==> src/rtl/vga_screen_if.sv <==
// Bundle between the VGA timing generator, the per-screen pixel generators, game logic and the screen sequencer.
interface vga_screen_if;
  logic        valid;
  logic [9:0]  h_cnt;
  logic [9:0]  v_cnt;
  logic        hsync_in;
  logic        vsync_in;
  logic        start_btn;
  logic        win_evt;
  logic        lose_evt;
  logic [11:0] rgb_title;
  logic [11:0] rgb_play;
  logic [11:0] rgb_win;
  logic [11:0] rgb_lose;
  logic [3:0]  vgaRed;
  logic [3:0]  vgaGreen;
  logic [3:0]  vgaBlue;
  logic        hsync;
  logic        vsync;
  logic [1:0]  screen_id;
  logic        busy;

  modport master (
    output valid, h_cnt, v_cnt, hsync_in, vsync_in, start_btn, win_evt, lose_evt,
           rgb_title, rgb_play, rgb_win, rgb_lose,
    input  vgaRed, vgaGreen, vgaBlue, hsync, vsync, screen_id, busy
  );

  modport slave (
    input  valid, h_cnt, v_cnt, hsync_in, vsync_in, start_btn, win_evt, lose_evt,
           rgb_title, rgb_play, rgb_win, rgb_lose,
    output vgaRed, vgaGreen, vgaBlue, hsync, vsync, screen_id, busy
  );
endinterface

==> src/rtl/vga_screen_sequencer.sv <==
// Screen selection from game events with frame-aligned fade-out/fade-in, brightness-scaled RGB.
// One pclk from inputs to vga*/hsync/vsync; screen changes happen only on the last active pixel of a frame.
module vga_screen_sequencer #(
  parameter int HD          = 640,
  parameter int VD          = 480,
  parameter int FADE_FRAMES = 2,
  parameter int HOLD_FRAMES = 300
) (
  input  logic         pclk,
  input  logic         reset,
  vga_screen_if.slave  bus
);

  localparam int SW = (FADE_FRAMES > 1) ? $clog2(FADE_FRAMES) : 1;
  localparam int HW = (HOLD_FRAMES > 1) ? $clog2(HOLD_FRAMES) : 1;

  // Steady states share their encoding with screen_id so FADE_IN can land on {0,target}.
  typedef enum logic [2:0] {
    S_TITLE    = 3'd0,
    S_PLAY     = 3'd1,
    S_WIN      = 3'd2,
    S_LOSE     = 3'd3,
    S_FADE_OUT = 3'd4,
    S_FADE_IN  = 3'd5
  } state_t;

  state_t        state, state_nx;
  logic [1:0]    target, target_nx;
  logic [1:0]    screen_id;
  logic [4:0]    bright;
  logic [SW-1:0] step_cnt;
  logic [HW-1:0] hold_cnt;
  logic          win_pend, lose_pend;
  logic          busy;
  logic          frame_tick, step_wrap, hold_done, state_chg;
  logic [11:0]   pix;
  logic [3:0]    red_q, green_q, blue_q;
  logic          hsync_q, vsync_q;

  assign frame_tick = bus.valid && (bus.h_cnt == 10'(HD - 1)) && (bus.v_cnt == 10'(VD - 1));
  assign step_wrap  = (step_cnt == SW'(FADE_FRAMES - 1));
  assign hold_done  = (hold_cnt == HW'(HOLD_FRAMES - 1));
  assign state_chg  = (state_nx != state);

  always_ff @(posedge pclk) begin
    if (reset) begin
      state  <= S_TITLE;
      target <= 2'd0;
    end else begin
      state  <= state_nx;
      target <= target_nx;
    end
  end

  always_comb begin
    state_nx  = state;
    target_nx = target;
    if (frame_tick) begin
      case (state)
        S_TITLE: if (bus.start_btn) begin
          state_nx  = S_FADE_OUT;
          target_nx = 2'd1;
        end
        S_PLAY: if (lose_pend || bus.lose_evt) begin
          state_nx  = S_FADE_OUT;
          target_nx = 2'd3;
        end else if (win_pend || bus.win_evt) begin
          state_nx  = S_FADE_OUT;
          target_nx = 2'd2;
        end
        S_WIN, S_LOSE: if (hold_done || bus.start_btn) begin
          state_nx  = S_FADE_OUT;
          target_nx = 2'd0;
        end
        S_FADE_OUT: if (step_wrap && bright == 5'd1) state_nx = S_FADE_IN;
        S_FADE_IN:  if (step_wrap && bright == 5'd15) state_nx = state_t'({1'b0, target});
        default:    state_nx = S_TITLE;
      endcase
    end
  end

  always_comb begin
    busy = (state == S_FADE_OUT) || (state == S_FADE_IN);
  end

  always_ff @(posedge pclk) begin
    if (reset) begin
      bright    <= 5'd16;
      screen_id <= 2'd0;
      step_cnt  <= '0;
      hold_cnt  <= '0;
      win_pend  <= 1'b0;
      lose_pend <= 1'b0;
    end else begin
      if (state_chg)
        step_cnt <= '0;
      else if (frame_tick && busy)
        step_cnt <= step_wrap ? '0 : step_cnt + 1'b1;

      if (frame_tick && step_wrap && state == S_FADE_OUT) bright <= bright - 5'd1;
      if (frame_tick && step_wrap && state == S_FADE_IN)  bright <= bright + 5'd1;

      if (state == S_FADE_OUT && state_nx == S_FADE_IN) screen_id <= target;

      if (state_chg)
        hold_cnt <= '0;
      else if (frame_tick && (state == S_WIN || state == S_LOSE))
        hold_cnt <= hold_cnt + 1'b1;

      // Events only latch while PLAY is steady; leaving PLAY consumes them.
      if (state == S_PLAY && !state_chg) begin
        win_pend  <= win_pend  | bus.win_evt;
        lose_pend <= lose_pend | bus.lose_evt;
      end else begin
        win_pend  <= 1'b0;
        lose_pend <= 1'b0;
      end
    end
  end

  always_comb begin
    case (screen_id)
      2'd0:    pix = bus.rgb_title;
      2'd1:    pix = bus.rgb_play;
      2'd2:    pix = bus.rgb_win;
      default: pix = bus.rgb_lose;
    endcase
  end

  function automatic logic [3:0] scale(input logic [3:0] c, input logic [4:0] b);
    return 4'((9'(c) * 9'(b)) >> 4);
  endfunction

  always_ff @(posedge pclk) begin
    if (reset) begin
      red_q   <= 4'd0;
      green_q <= 4'd0;
      blue_q  <= 4'd0;
      hsync_q <= 1'b1;
      vsync_q <= 1'b1;
    end else begin
      hsync_q <= bus.hsync_in;
      vsync_q <= bus.vsync_in;
      if (bus.valid) begin
        red_q   <= scale(pix[11:8], bright);
        green_q <= scale(pix[7:4],  bright);
        blue_q  <= scale(pix[3:0],  bright);
      end else begin
        red_q   <= 4'd0;
        green_q <= 4'd0;
        blue_q  <= 4'd0;
      end
    end
  end

  assign bus.vgaRed    = red_q;
  assign bus.vgaGreen  = green_q;
  assign bus.vgaBlue   = blue_q;
  assign bus.hsync     = hsync_q;
  assign bus.vsync     = vsync_q;
  assign bus.screen_id = screen_id;
  assign bus.busy      = busy;

endmodule

==> src/flat_wrapper.sv <==
// flat-port wrapper written by rule: the top's interface ports become plain ports
module vga_screen_sequencer_flat 
#(
  parameter int HD          = 640,
  parameter int VD          = 480,
  parameter int FADE_FRAMES = 2,
  parameter int HOLD_FRAMES = 300
)
  (pclk, reset, bus_valid, bus_h_cnt, bus_v_cnt, bus_hsync_in, bus_vsync_in, bus_start_btn, bus_win_evt, bus_lose_evt, bus_rgb_title, bus_rgb_play, bus_rgb_win, bus_rgb_lose, bus_vgaRed, bus_vgaGreen, bus_vgaBlue, bus_hsync, bus_vsync, bus_screen_id, bus_busy);
  vga_screen_if bus_i ();
  input  logic pclk;
  input  logic reset;
  input wire logic [$bits(bus_i.valid)-1:0] bus_valid;
  input wire logic [$bits(bus_i.h_cnt)-1:0] bus_h_cnt;
  input wire logic [$bits(bus_i.v_cnt)-1:0] bus_v_cnt;
  input wire logic [$bits(bus_i.hsync_in)-1:0] bus_hsync_in;
  input wire logic [$bits(bus_i.vsync_in)-1:0] bus_vsync_in;
  input wire logic [$bits(bus_i.start_btn)-1:0] bus_start_btn;
  input wire logic [$bits(bus_i.win_evt)-1:0] bus_win_evt;
  input wire logic [$bits(bus_i.lose_evt)-1:0] bus_lose_evt;
  input wire logic [$bits(bus_i.rgb_title)-1:0] bus_rgb_title;
  input wire logic [$bits(bus_i.rgb_play)-1:0] bus_rgb_play;
  input wire logic [$bits(bus_i.rgb_win)-1:0] bus_rgb_win;
  input wire logic [$bits(bus_i.rgb_lose)-1:0] bus_rgb_lose;
  output wire logic [$bits(bus_i.vgaRed)-1:0] bus_vgaRed;
  output wire logic [$bits(bus_i.vgaGreen)-1:0] bus_vgaGreen;
  output wire logic [$bits(bus_i.vgaBlue)-1:0] bus_vgaBlue;
  output wire logic [$bits(bus_i.hsync)-1:0] bus_hsync;
  output wire logic [$bits(bus_i.vsync)-1:0] bus_vsync;
  output wire logic [$bits(bus_i.screen_id)-1:0] bus_screen_id;
  output wire logic [$bits(bus_i.busy)-1:0] bus_busy;
  assign bus_i.valid = bus_valid;
  assign bus_i.h_cnt = bus_h_cnt;
  assign bus_i.v_cnt = bus_v_cnt;
  assign bus_i.hsync_in = bus_hsync_in;
  assign bus_i.vsync_in = bus_vsync_in;
  assign bus_i.start_btn = bus_start_btn;
  assign bus_i.win_evt = bus_win_evt;
  assign bus_i.lose_evt = bus_lose_evt;
  assign bus_i.rgb_title = bus_rgb_title;
  assign bus_i.rgb_play = bus_rgb_play;
  assign bus_i.rgb_win = bus_rgb_win;
  assign bus_i.rgb_lose = bus_rgb_lose;
  assign bus_vgaRed = bus_i.vgaRed;
  assign bus_vgaGreen = bus_i.vgaGreen;
  assign bus_vgaBlue = bus_i.vgaBlue;
  assign bus_hsync = bus_i.hsync;
  assign bus_vsync = bus_i.vsync;
  assign bus_screen_id = bus_i.screen_id;
  assign bus_busy = bus_i.busy;
  vga_screen_sequencer #(.HD(HD), .VD(VD), .FADE_FRAMES(FADE_FRAMES), .HOLD_FRAMES(HOLD_FRAMES)) u_core (.pclk(pclk), .reset(reset), .bus(bus_i));
endmodule
==> config.mk <==
export PLATFORM = sky130hd
export DESIGN_NAME = vga_screen_sequencer_flat
export DESIGN_NICKNAME = d
export VERILOG_FILES = /design/src/rtl/vga_screen_if.sv /design/src/rtl/vga_screen_sequencer.sv /design/src/flat_wrapper.sv
export SDC_FILE = /design/constraint.sdc
export NUM_CORES = 1
export LEC_CHECK = 0
export CAP_MARGIN = 20
export CORE_UTILIZATION = 45
export CTS_CLUSTER_DIAMETER = 100
export DETAILED_ROUTE_END_ITERATION = 8
export DONT_BUFFER_PORTS = 1
export PLACE_DENSITY_LB_ADDON = 0.1
export SETUP_SLACK_MARGIN = 0.05
export SLEW_MARGIN = 20
export SYNTH_ARGS = -nofsm -noshare
export SYNTH_HDL_FRONTEND = slang
export SYNTH_SLANG_ARGS = --single-unit
==> constraint.sdc <==
create_clock -name pclk -period 4.8 [get_ports pclk]
set_input_delay 0.96 -clock pclk [delete_from_list [all_inputs] [get_ports pclk]]
set_output_delay 0.96 -clock pclk [all_outputs]
set_load 0.005 [all_outputs]
==> flow_summary.ini, run 1 <==
[global_routing]
antenna_found_initial = 0
grt_pass1_vias = 2541
grt_max_degree = 19
grt_remaining_overflow = 0
track_usage = 0.192
grt_pass1_wl_um = 11900

[critical_path]
r2r-start = u_core.bus.screen_id[0]
regToRegSetupSlack_ns = 0.64
cp_max_fo = 6
critPathLaunchType = flip-flop
arrival_ns = 4.32
worstSetupPathType = flip-flop to flip-flop
ff2ff_path_depth = 13
reg2reg_to = u_core.bus.vgaBlue[3]
required_ns = 4.96
end_kind = flip-flop

[floorplan]
die_area_um2 = 8030
start_util = 0.471
dieHeight_um = 89.6
fp.dieW_um = 89.6
rows = 31
ios = 93
core_um2 = 7330

[timing]
setup_tns_ns = 0
finalHoldViolCount = 0
finalCriticalPeriod_ns = 4.16
tightest_slew_ns = 0.640
max_slew_margin = 0.574
grt_setup_unrepaired = no
fin_hold_ws_ns = 0.489
timing.fmax_mhz = 240
slew_violations = 0
skew_ns = 0.00482
min_period_over_period = 0.867
setup_viol = 0

[cells_and_area]
fin_nets = 501
diodes = 0
layout.area.seq_um2 = 761
nFillCells = 712
area_growth_pct = 4.82
drive_above_1_share = 0.0712
multi_input_area_um2 = 2510
final_area_um2 = 3620

[cts]
postCtsResizedCells = 0
insertion_delay_ns = 0.29
clock-sinks = 38
cts_buffer_depth = 2
post_cts_buffers = 0
cts_tree = yes
path_clk_slew_ns = 0.08
htree_num_levels = 2
cts-root-buf = clkbuf_8
cts_inserted_buffers = 5
hold_buffers = 0

[logic_synthesis]
yosys_most_used_dff = dfxtp_1
ys_ff_latch = 38
synth_edf_count = 0
ys_types = 56
syn_area_um2 = 3450
seq_area_frac_synth = 0.220
synth_area_per_cell_um2 = 8.97
yosysWarnings = 0
synthArstFlopShare = 0
synth_cells = 385
synth_nets = 508

[routing]
dr.pass1.iters = 4
drcViolationCount = 0
routed_wirelength_um = 7350
wl_per_cell_um = 15.4
avgViaCountPerCell = 5.75
ant_nets = 0
drt_iter0_drc = 74
vias = 2747

[outcome]
status = complete, no violations

[placement]
numPortBuffers = 0
dpl.hpwl_um = 5570
gp_congestion = 0.826
placed_area_um2 = 3530

[worst_hold_path]
holdPathEnd = u_core.hold_cnt[8]
hold_path_class = flip-flop to flip-flop
hold_start = u_core.hold_cnt[8]
min_path_cells = 2

[power_and_ir_drop]
irDropWorstVdd_v = 0.000161
power.density_nw_per_um2 = 168
finalPower_mw = 0.609
p_leak_nw = 1.55

[job]
maxCapViolCount = 0
-- metrics by stage --
stage	utilization	instances	setup slack, ns
floorplan	-	385	0.602
global placement	0.481	470	0.517
detailed placement	0.481	470	0.466
CTS	0.494	478	0.584
global route	0.494	478	0.381
finish	0.494	478	0.636
-- worst max-delay path: stages, from the launching register on --
cell     delay [ns]
dfxtp_1        0.54
buf_4          0.23
mux4_1         0.65
and2_1         0.22
fa_1           0.53
inv_1          0.05
fa_1           0.52
inv_1          0.04
ha_1           0.31
and2_1         0.14
and4_1         0.23
o31ai_2        0.30
nand3_1        0.12
nor3b_2        0.16
-- sequential cells by signal, indices dropped and copies added (netlist names), 2 cells and up --
register              cells
u_core.target             2
u_core.bus.vgaGreen       4
u_core.state              3
u_core.bus.vgaBlue        4
u_core.hold_cnt           9
u_core.bus.screen_id      2
u_core.bus.vgaRed         4
u_core.bright             5
-- metal layers --
layer | part of all wire | wire length (µm) | vias up | GRT usage
met1 | 0.46 | 3380 | 1316 | 0.242
met4 | 0.0034 | 25 | 0 | 0.0346
met2 | 0.49 | 3610 | 64 | 0.349
met3 | 0.045 | 332 | 2 | 0.0302
met5 | 0 | 0 | - | 0
li1 | - | - | 1365 | -
-- Yosys cell counts, types with 5 or more instances --
master | number | area [µm²]
a21oi_1 | 19 | 95.1
and2_1 | 28 | 175
and4_1 | 6 | 52.6
clkbuf_1 | 15 | 56.3
dfxtp_1 | 38 | 761
fa_1 | 15 | 300
ha_1 | 32 | 400
inv_1 | 30 | 113
mux4_1 | 9 | 236
nand2_1 | 36 | 135
nand3_1 | 10 | 50.1
nand4_1 | 9 | 56.3
nor2_1 | 24 | 90.1
nor3_1 | 5 | 25.0
nor3b_1 | 6 | 45.0
o21ai_0 | 11 | 55.1
o31ai_1 | 5 | 37.5
or3_1 | 5 | 31.3
or4_1 | 6 | 45.0
xnor2_1 | 9 | 78.8
-- how the worst max path moves through the flow --
stage | cells after the start | end | from
floorplan | 11 | u_core.bus.vgaRed[2] | bus_rgb_play[11]
global placement | 11 | u_core.bus.vgaRed[2] | bus_rgb_play[11]
detailed placement | 12 | u_core.bus.vgaBlue[3] | bus_rgb_play[3]
CTS | 13 | u_core.bus.vgaBlue[3] | u_core.bus.screen_id[0]
global route | 13 | u_core.bus.vgaBlue[3] | u_core.bus.screen_id[0]
finish | 13 | u_core.bus.vgaBlue[3] | u_core.bus.screen_id[0]
-- cells by family after synthesis --
family / after synthesis / synth area share
fa+ha+maj: 47 / 0.203
xor+xnor: 12 / 0.0304
buf+inv: 47 / 0.0533
compound gates: 57 / 0.108
simple gates: 166 / 0.279
mux: 18 / 0.106
flops: 38 / 0.220
-- where the power goes --
group / internal (mW) / leakage (nW) / total (mW) / switching, mW
clock network: 0.116 / 0.0482 / 0.237 / 0.120
logic: 0.0238 / 1.19 / 0.0499 / 0.0261
registers: 0.320 / 0.308 / 0.322 / 0.00228
-- cell usage in the layout (no fill, tap or decap), types with 4 or more instances in the layout --
master	Yosys	routed
a21oi_1	19	19
a31oi_1	4	4
and2_1	28	28
and3_1	4	4
and4_1	6	6
clkbuf_8	0	6
dfxtp_1	38	38
fa_1	15	15
ha_1	32	32
inv_1	30	30
mux2i_1	4	4
mux4_1	9	9
nand2_1	36	36
nand2b_1	4	4
nand3_1	10	10
nand4_1	9	9
nor2_1	24	24
nor3_1	5	5
nor3b_1	6	6
o21ai_0	11	11
o31a_1	4	4
o31ai_1	5	5
or3_1	5	5
or4_1	6	6
xnor2_1	9	9
-- area by class of cell --
cell class                 instances  share of cell area
clock buffer                       7              0.0239
sequential                        38               0.210
multi-input combinational        300               0.693
clock inverter                     1             0.00138
tap                               99              0.0342
timing repair buffer               3             0.00622
inverter                          30              0.0311
No activity file was read; power rests on OpenSTA's default activity.
==> run 2, diff against run 1 <==
CORE_MARGIN = 2   (was unset)
==> run 2 against run 1 <==
Clock power is 3% higher. Critical path depth did not move. Combinational power about the same. Sequential power about the same. Total power up 1.3%.
==> flow_summary.ini, run 2 (synthesized netlist as in run 1, its figures left out) <==
[critical_path]
crit_buf_inv = 3
worst_path_max_delay_cell = mux4_1
required_ns = 4.98
critPathLaunchType = flip-flop
worstPathCellList = buf_4 -> mux4_1 -> and2_1 -> fa_1 -> inv_1 -> fa_1 -> inv_1 -> ha_1 -> and2_1 -> and4_1 -> o31ai_2 -> nand3_1 -> nor3b_2
end_kind = flip-flop
arrival_ns = 4.33
worstSetupPathType = flip-flop to flip-flop
cp_max_fo = 6
cp_top_family = adder cells
max_stage_delay_ns = 0.65

[timing]
grt_setup_unrepaired = no
finalHoldViolCount = 0
setup_viol = 0
setup_tns_ns = 0
tightest_slew_ns = 0.579
worst_slack_ns = 0.654
slew_violations = 0
timing.fmax_mhz = 241
skew_ns = 0.0142
min_period_over_period = 0.864
finalCriticalPeriod_ns = 4.15
max_slew_margin = 0.614

[global_routing]
track_usage = 0.189
grt_max_degree = 19
grt_pass1_wl_um = 12900
antenna_found_initial = 0
grt_pass1_vias = 2726
grt_remaining_overflow = 0

[cts]
path_clk_slew_ns = 0.09
cts_tree = yes
cts_buffer_depth = 2
clock-sinks = 38
post_cts_buffers = 0
cts-root-buf = clkbuf_8
postCtsResizedCells = 0
insertion_delay_ns = 0.30
cts_inserted_buffers = 5
hold_buffers = 0
htree_num_levels = 2

[routing]
ant_nets = 0
wl_met1_um = 3370
dr.pass1.iters = 4
avgViaCountPerCell = 5.78
top_layer_used = met4
vias = 2762
met2_length_um = 3750
drt_iter0_drc = 92
routed_wirelength_um = 7610
wl_per_cell_um = 15.9
drcViolationCount = 0
dr_wl_met3_um = 389

[cells_and_area]
layout_commonest_cell = dfxtp_1
final_cell_mix = dfxtp_1 (38), nand2_1 (36), ha_1 (32)
area_growth_pct = 4.93
final_area_um2 = 3620
fin_nets = 501
largestRegisters = u_core.hold_cnt (9), u_core.bright (5)
drive_above_1_share = 0.0739
nFillCells = 712
diodes = 0
max_flop_register = u_core.hold_cnt
largest_reg_flops = 9

[outcome]
status = complete, no violations

[placement]
gp_congestion = 0.775
pre_cts_ws_ns = 0.473
placed_area_um2 = 3530
dpl.hpwl_um = 5770
numPortBuffers = 0

[worst_hold_path]
hold_path_class = flip-flop to flip-flop

[floorplan]
dieHeight_um = 91.6
ios = 93
start_util = 0.471
fp.dieW_um = 91.6
core_um2 = 7330
die_area_um2 = 8390
rows = 31

[power_and_ir_drop]
finalPower_mw = 0.617
power.density_nw_per_um2 = 170
irDropWorstVdd_v = 0.0000792
p_leak_nw = 1.55

[job]
maxCapViolCount = 0
[run 2: cell type report]
class | count | area [µm²] | area share
sequential | 38 | 761 | 0.210
clock buffer | 6 | 82.6 | 0.0228
multi-input combinational | 300 | 2510 | 0.692
tap | 99 | 124 | 0.0342
timing repair buffer | 3 | 22.5 | 0.00622
inverter | 30 | 113 | 0.0311
clock inverter | 2 | 12.5 | 0.00345
[run 2: final timing paths]
check                               end  slack (ns)                     from  cells past startpoint
setup reg to reg  u_core.bus.vgaBlue[3]        0.65  u_core.bus.screen_id[0]                     13
hold reg to reg        u_core.target[1]        0.49         u_core.target[1]                      2
setup / recovery  u_core.bus.vgaBlue[3]        0.65  u_core.bus.screen_id[0]                     13
hold / removal         u_core.target[1]        0.49         u_core.target[1]                      2
[run 2: metrics by stage]
stage | instances | hold slack (ns) | utilization
floorplan | 385 | 0.452 | -
global placement | 470 | 0.472 | 0.481
detailed placement | 470 | 0.477 | 0.481
CTS | 478 | 0.491 | 0.494
global route | 478 | 0.509 | 0.494
finish | 478 | 0.488 | 0.494
[run 2: tightest hold or removal path: stages (launching register included)]
cell     delay [ns]
dfxtp_1        0.33
o31ai_1        0.07
a21oi_1        0.05
[run 2: metal layers]
| layer | track usage | vias up |
|---|---|---|
| li1 | - | 1368 |
| met1 | 0.239 | 1323 |
| met2 | 0.324 | 62 |
| met3 | 0.0349 | 9 |
| met4 | 0.0581 | 0 |
| met5 | 0 | - |
[run 2: power by group]
part | switching, mW | leakage [nW] | internal, mW
Combinational | 0.0260 | 1.19 | 0.0241
Sequential | 0.00229 | 0.308 | 0.320
Clock | 0.128 | 0.0472 | 0.116
==> run 3, diff against run 2 <==
SLEW_MARGIN = unset   (was 20)
==> results of run 3 <==
Same layout as run 2: the final DEF is identical, and so are final timing and power.
